<file path="src/rtl/encoder_16_bit_seq.sv">
// Sequential N-to-WIDTH encoder: loads a request vector and emits the index of
// each set bit, one per o_valid/o_ready handshake, lowest-first or highest-first.
module encoder_16_bit_seq #(
  parameter int WIDTH     = 4,
  parameter bit LSB_FIRST = 1'b1
) (
  input  logic                  clk,
  input  logic                  rst,
  input  logic [2**WIDTH-1:0]   i,
  input  logic                  i_valid,
  output logic                  i_ready,
  output logic [WIDTH-1:0]      o,
  output logic                  o_valid,
  input  logic                  o_ready,
  output logic                  o_last,
  output logic [WIDTH:0]        cnt,
  output logic                  none
);
  localparam int N = 2**WIDTH;

  typedef enum logic {IDLE, EMIT} state_t;

  state_t           state_q, state_d;
  logic [N-1:0]     pending_q, pending_d;
  logic [WIDTH:0]   cnt_q, cnt_d;
  logic             none_q, none_d;

  logic [WIDTH-1:0] idx;
  logic [N-1:0]     sel;
  logic             last;

  function automatic logic [WIDTH:0] popcnt(input logic [N-1:0] v);
    logic [WIDTH:0] s;
    s = '0;
    for (int k = 0; k < N; k++) s = s + {{WIDTH{1'b0}}, v[k]};
    return s;
  endfunction

  // Priority pick over the registered pending set; the last match in scan order wins.
  always_comb begin
    idx = '0;
    if (LSB_FIRST) begin
      for (int k = N-1; k >= 0; k--) if (pending_q[k]) idx = WIDTH'(k);
    end else begin
      for (int k = 0; k < N; k++) if (pending_q[k]) idx = WIDTH'(k);
    end
  end

  // One-hot of the bit being emitted, and "exactly one bit left" detect.
  always_comb begin
    sel      = '0;
    sel[idx] = 1'b1;
    last     = (pending_q != '0) && ((pending_q & (pending_q - N'(1))) == '0);
  end

  // Next-state: load in IDLE, retire one bit per handshake in EMIT.
  always_comb begin
    state_d   = state_q;
    pending_d = pending_q;
    cnt_d     = cnt_q;
    none_d    = 1'b0;
    case (state_q)
      IDLE: begin
        if (i_valid) begin
          if (i != '0) begin
            pending_d = i;
            cnt_d     = popcnt(i);
            state_d   = EMIT;
          end else begin
            cnt_d  = '0;
            none_d = 1'b1;
          end
        end
      end
      EMIT: begin
        if (o_ready) begin
          pending_d = pending_q & ~sel;
          if (last) state_d = IDLE;
        end
      end
      default: state_d = IDLE;
    endcase
  end

  // State registers with synchronous reset that aborts any vector in flight.
  always_ff @(posedge clk) begin
    if (rst) begin
      state_q   <= IDLE;
      pending_q <= '0;
      cnt_q     <= '0;
      none_q    <= 1'b0;
    end else begin
      state_q   <= state_d;
      pending_q <= pending_d;
      cnt_q     <= cnt_d;
      none_q    <= none_d;
    end
  end

  // Outputs depend only on registered state so they hold steady under stall.
  always_comb begin
    i_ready = (state_q == IDLE);
    o_valid = (state_q == EMIT);
    o       = o_valid ? idx : '0;
    o_last  = o_valid && last;
    cnt     = cnt_q;
    none    = none_q;
  end
endmodule

</file>
<file path="config.mk">
export PLATFORM = sky130hd
export DESIGN_NAME = encoder_16_bit_seq
export DESIGN_NICKNAME = d
export VERILOG_FILES = /design/src/rtl/encoder_16_bit_seq.sv
export SDC_FILE = /design/constraint.sdc
export NUM_CORES = 1
export LEC_CHECK = 0
export CAP_MARGIN = 25
export CORE_UTILIZATION = 45
export CTS_CLUSTER_SIZE = 12
export DETAILED_ROUTE_END_ITERATION = 16
export PLACE_DENSITY = 0.69
export SLEW_MARGIN = 20
export SYNTH_ARGS = -nofsm -noshare
export SYNTH_HDL_FRONTEND = slang
export SYNTH_SLANG_ARGS = --single-unit
</file>
<file path="constraint.sdc">
create_clock -name clk -period 4.2 [get_ports clk]
set_clock_uncertainty 0.05 [all_clocks]
set_input_delay 0.63 -clock clk [delete_from_list [all_inputs] [get_ports clk]]
set_output_delay 0.63 -clock clk [all_outputs]
set_load 0.05 [all_outputs]
</file>
==> impl_metrics.env <==
export IMPL_synth_area_leaders="dfxtp_1 (24%), fa_1 (10%), inv_1 (5.0%)"
export IMPL_max_freq_mhz=253
export IMPL_synthToLayoutAreaGrowth_pct=22.3
export IMPL_die_w_um=67.6
export IMPL_cp_end_kind="register"
export IMPL_drive_gt1_frac=0.0902
export IMPL_synth_top_cell_area_share=0.238
export IMPL_num_antenna_cells=0
export IMPL_syn_inst=235
export IMPL_io_pins=33
export IMPL_fin_nets=303
export IMPL_ys_types=57
export IMPL_cap_violations=0
export IMPL_finalSetupTns_ns=0
export IMPL_cts_tree="done"
export IMPL_cts_max_path_buffers=2
export IMPL_status="complete, no violations"
export IMPL_slew_violations=0
export IMPL_cts_root_buf="clkbuf_8"
export IMPL_viasPerCell=6.12
export IMPL_clock_latency_ns=0.27
export IMPL_period_minus_slack_ns=3.95
export IMPL_fin_area_sq_mm=0.00237
export IMPL_hold_violations=0
export IMPL_reg2reg_slack_ns=1.96
export IMPL_grt_start_max_net_pins=26
export IMPL_grt_overflow=0
export IMPL_async_reset_ff_frac=0
export IMPL_clkSinkCount=23
export IMPL_relSlewSlack=0.407
export IMPL_start_util=0.478
export IMPL_hold_ws_ns=0.407
export IMPL_setup_ws_ns=0.246
export IMPL_syn_area_sq_mm=0.00194
export IMPL_powerDensity_mw_per_mm2=422
export IMPL_synth_seq_area_share=0.238
export IMPL_fp_row_count=23
export IMPL_syn_mean_instance_area_sq_um=8.25
export IMPL_numCtsBuffers=3
export IMPL_grt_pass1_vias=1764
export IMPL_clk_pin_slew_ns=0.09
export IMPL_power_mw=1.00
export IMPL_arrival_ns=4.04
export IMPL_holdBufCountCts=0
export IMPL_die_y_um=67.6
export IMPL_firstDrtPassIters=4
export IMPL_synth_edf_count=0
export IMPL_ys_ff_latch=23
export IMPL_power_leakage_nw=1.01
export IMPL_place_detailed_hpwl_mm=3.97
export IMPL_gp_congestion=0.892
export IMPL_wl_per_cell_um=16.4
export IMPL_grt_pass1_wl_mm=8.67
export IMPL_vias=1933
export IMPL_rsz0062_at_grt="no"
export IMPL_dpl_worst_slack_ns=-0.134
export IMPL_crit_path_start_kind="primary input"
export IMPL_antenna_left=0
export IMPL_placed_area_sq_mm=0.00230
export IMPL_hold_start="cnt[3]"
export IMPL_synth_nets=271
export IMPL_wl_mm=5.19
export IMPL_drtIter0Drc=247
export IMPL_portBuffers=32
export IMPL_hp_class="register to register"
export IMPL_ctsHtreeMaxLevel=1
export IMPL_core_area_sq_mm=0.00406
export IMPL_path_class="primary input to register"
export IMPL_cts_setup_buffers=0
export IMPL_drc=0
export IMPL_crit_fanout=2
export IMPL_track_usage=0.257
export IMPL_worst_ir_drop_vdd_mv=0.240
export IMPL_fillers=371
export IMPL_reg2reg_from="pending_q[5]"
export IMPL_yosys_area_top_type="dfxtp_1"
export IMPL_dieArea_sq_mm=0.00457
export IMPL_yosysWarnings=0
export IMPL_fin_crit_sh=0.941
export IMPL_setup_viol=0
export IMPL_synth_ff_type="dfxtp_1"
export IMPL_required_ns=4.29
export IMPL_tightest_slew_ns=0.887
export IMPL_grt_antenna_before_repair=0
export IMPL_startpoint="i[3]"
## repair_timing
item,4_1_cts,5_1_grt
hold endpoints to repair,0,0
endpoints found under the setup margin,0,3
gates resized for setup,0,11
## sequential cells by signal, summed over array words and instances (netlist names)
| signal | cells |
|---|---|
| cnt | 5 |
| none | 1 |
| pending_q | 16 |
| o_valid | 1 |
## per-stage QoR
| stage | instances | utilization |
|---|---|---|
| after floorplan | 235 | - |
| after global placement | 312 | 0.567 |
| after detailed placement | 312 | 0.567 |
| after CTS | 316 | 0.578 |
| after global routing | 316 | 0.584 |
| final | 316 | 0.584 |
## final timing paths
| check | to | depth (start not counted) |
|---|---|---|
| worst max-delay path | cnt[1] | 13 |
| worst min-delay path | cnt[3] | 2 |
| worst max register to register | o_valid | 5 |
| worst min register to register | cnt[3] | 2 |
## Yosys cell counts (3+ instances only)
master     n
inv_1     26
dfxtp_1   23
a21oi_1   16
nand2_1   16
nor2_1    16
fa_1      10
nor3_1    10
nor4_1     9
or4_1      8
clkbuf_1   7
a211oi_1   6
ha_1       6
mux2i_1    6
a311oi_1   5
a211o_1    4
buf_6      4
a22oi_1    3
a31oi_1    3
nand2b_1   3
o21ai_0    3
o311ai_0   3
o32ai_1    3
## worst max-delay path, cell delays in order
cell and delay (ns):
clkdlybuf4s50_1 0.43, fa_1 0.48, inv_1 0.05, fa_1 0.50
fa_1 0.44, fa_1 0.46, inv_1 0.07, ha_2 0.18
inv_1 0.05, fa_1 0.48, nor2_1 0.04, a22oi_1 0.16
nor2_1 0.06
## per-layer routing
metal / vias to the layer above / share of wire / track usage / wire, um
met4: 0 / 0.020 / 0.109 / 104
met3: 7 / 0.055 / 0.0236 / 285
met5: - / 0 / 0 / 0
li1: 931 / - / - / -
met2: 75 / 0.45 / 0.400 / 2350
met1: 920 / 0.47 / 0.359 / 2450
## area by class of cell
type	instances	area (sq um)	area share
well taps	50	62.6	0.0264
repair buffers	46	445	0.188
clock buffers	3	41.3	0.0174
inverters	27	101	0.0428
flip-flops and latches	23	460	0.194
multi-input cells	166	1250	0.529
clock inverters	1	5.00	0.00211
## placed cells by master (no fill, tap or decap), types with 2 or more instances in the layout
cell             synthesis  layout
o21ai_0                  3       3
o32ai_1                  3       3
inv_1                   26      24
nor2b_1                  2       2
o311ai_0                 3       3
fa_1                    10      10
inv_2                    0       2
dlymetal6s2s_1           0       8
xnor2_1                  2       2
nor4_1                   9       9
a21oi_1                 16      16
or4_1                    8       8
clkbuf_8                 2       3
clkdlybuf4s50_1          0      24
a311oi_1                 5       5
dfxtp_1                 23      23
a31oi_1                  3       3
nor2_1                  16      16
nand2_1                 16      16
nand4b_1                 2       2
a211oi_1                 6       6
nor3_1                  10      10
nand4_1                  2       2
nand3_1                  2       2
a41oi_2                  1       2
buf_4                    2      14
nand2b_1                 3       3
mux2i_1                  6       6
and2_1                   2       2
a211o_1                  4       4
a22oi_1                  3       3
ha_1                     6       5
## power breakdown
| part | total, mW | switching, mW | internal [mW] | leakage (nW) |
|---|---|---|---|---|
| clock | 0.144 | 0.0773 | 0.0665 | 0.0255 |
| sequential | 0.292 | 0.0445 | 0.248 | 0.189 |
| combinational | 0.565 | 0.317 | 0.247 | 0.800 |
## kinds of logic after synthesis
| kind of cell | Yosys count | synth area share |
|---|---|---|
| adder cells (fa/ha/maj) | 17 | 0.147 |
| multiplexers | 6 | 0.0310 |
| buffers and inverters | 46 | 0.121 |
| AO/OA/AOI/OAI | 63 | 0.241 |
| XOR/XNOR | 2 | 0.00904 |
| AND/OR/NAND/NOR | 78 | 0.214 |
| flip-flops | 23 | 0.238 |
No activity file was read; power rests on OpenSTA's default activity.
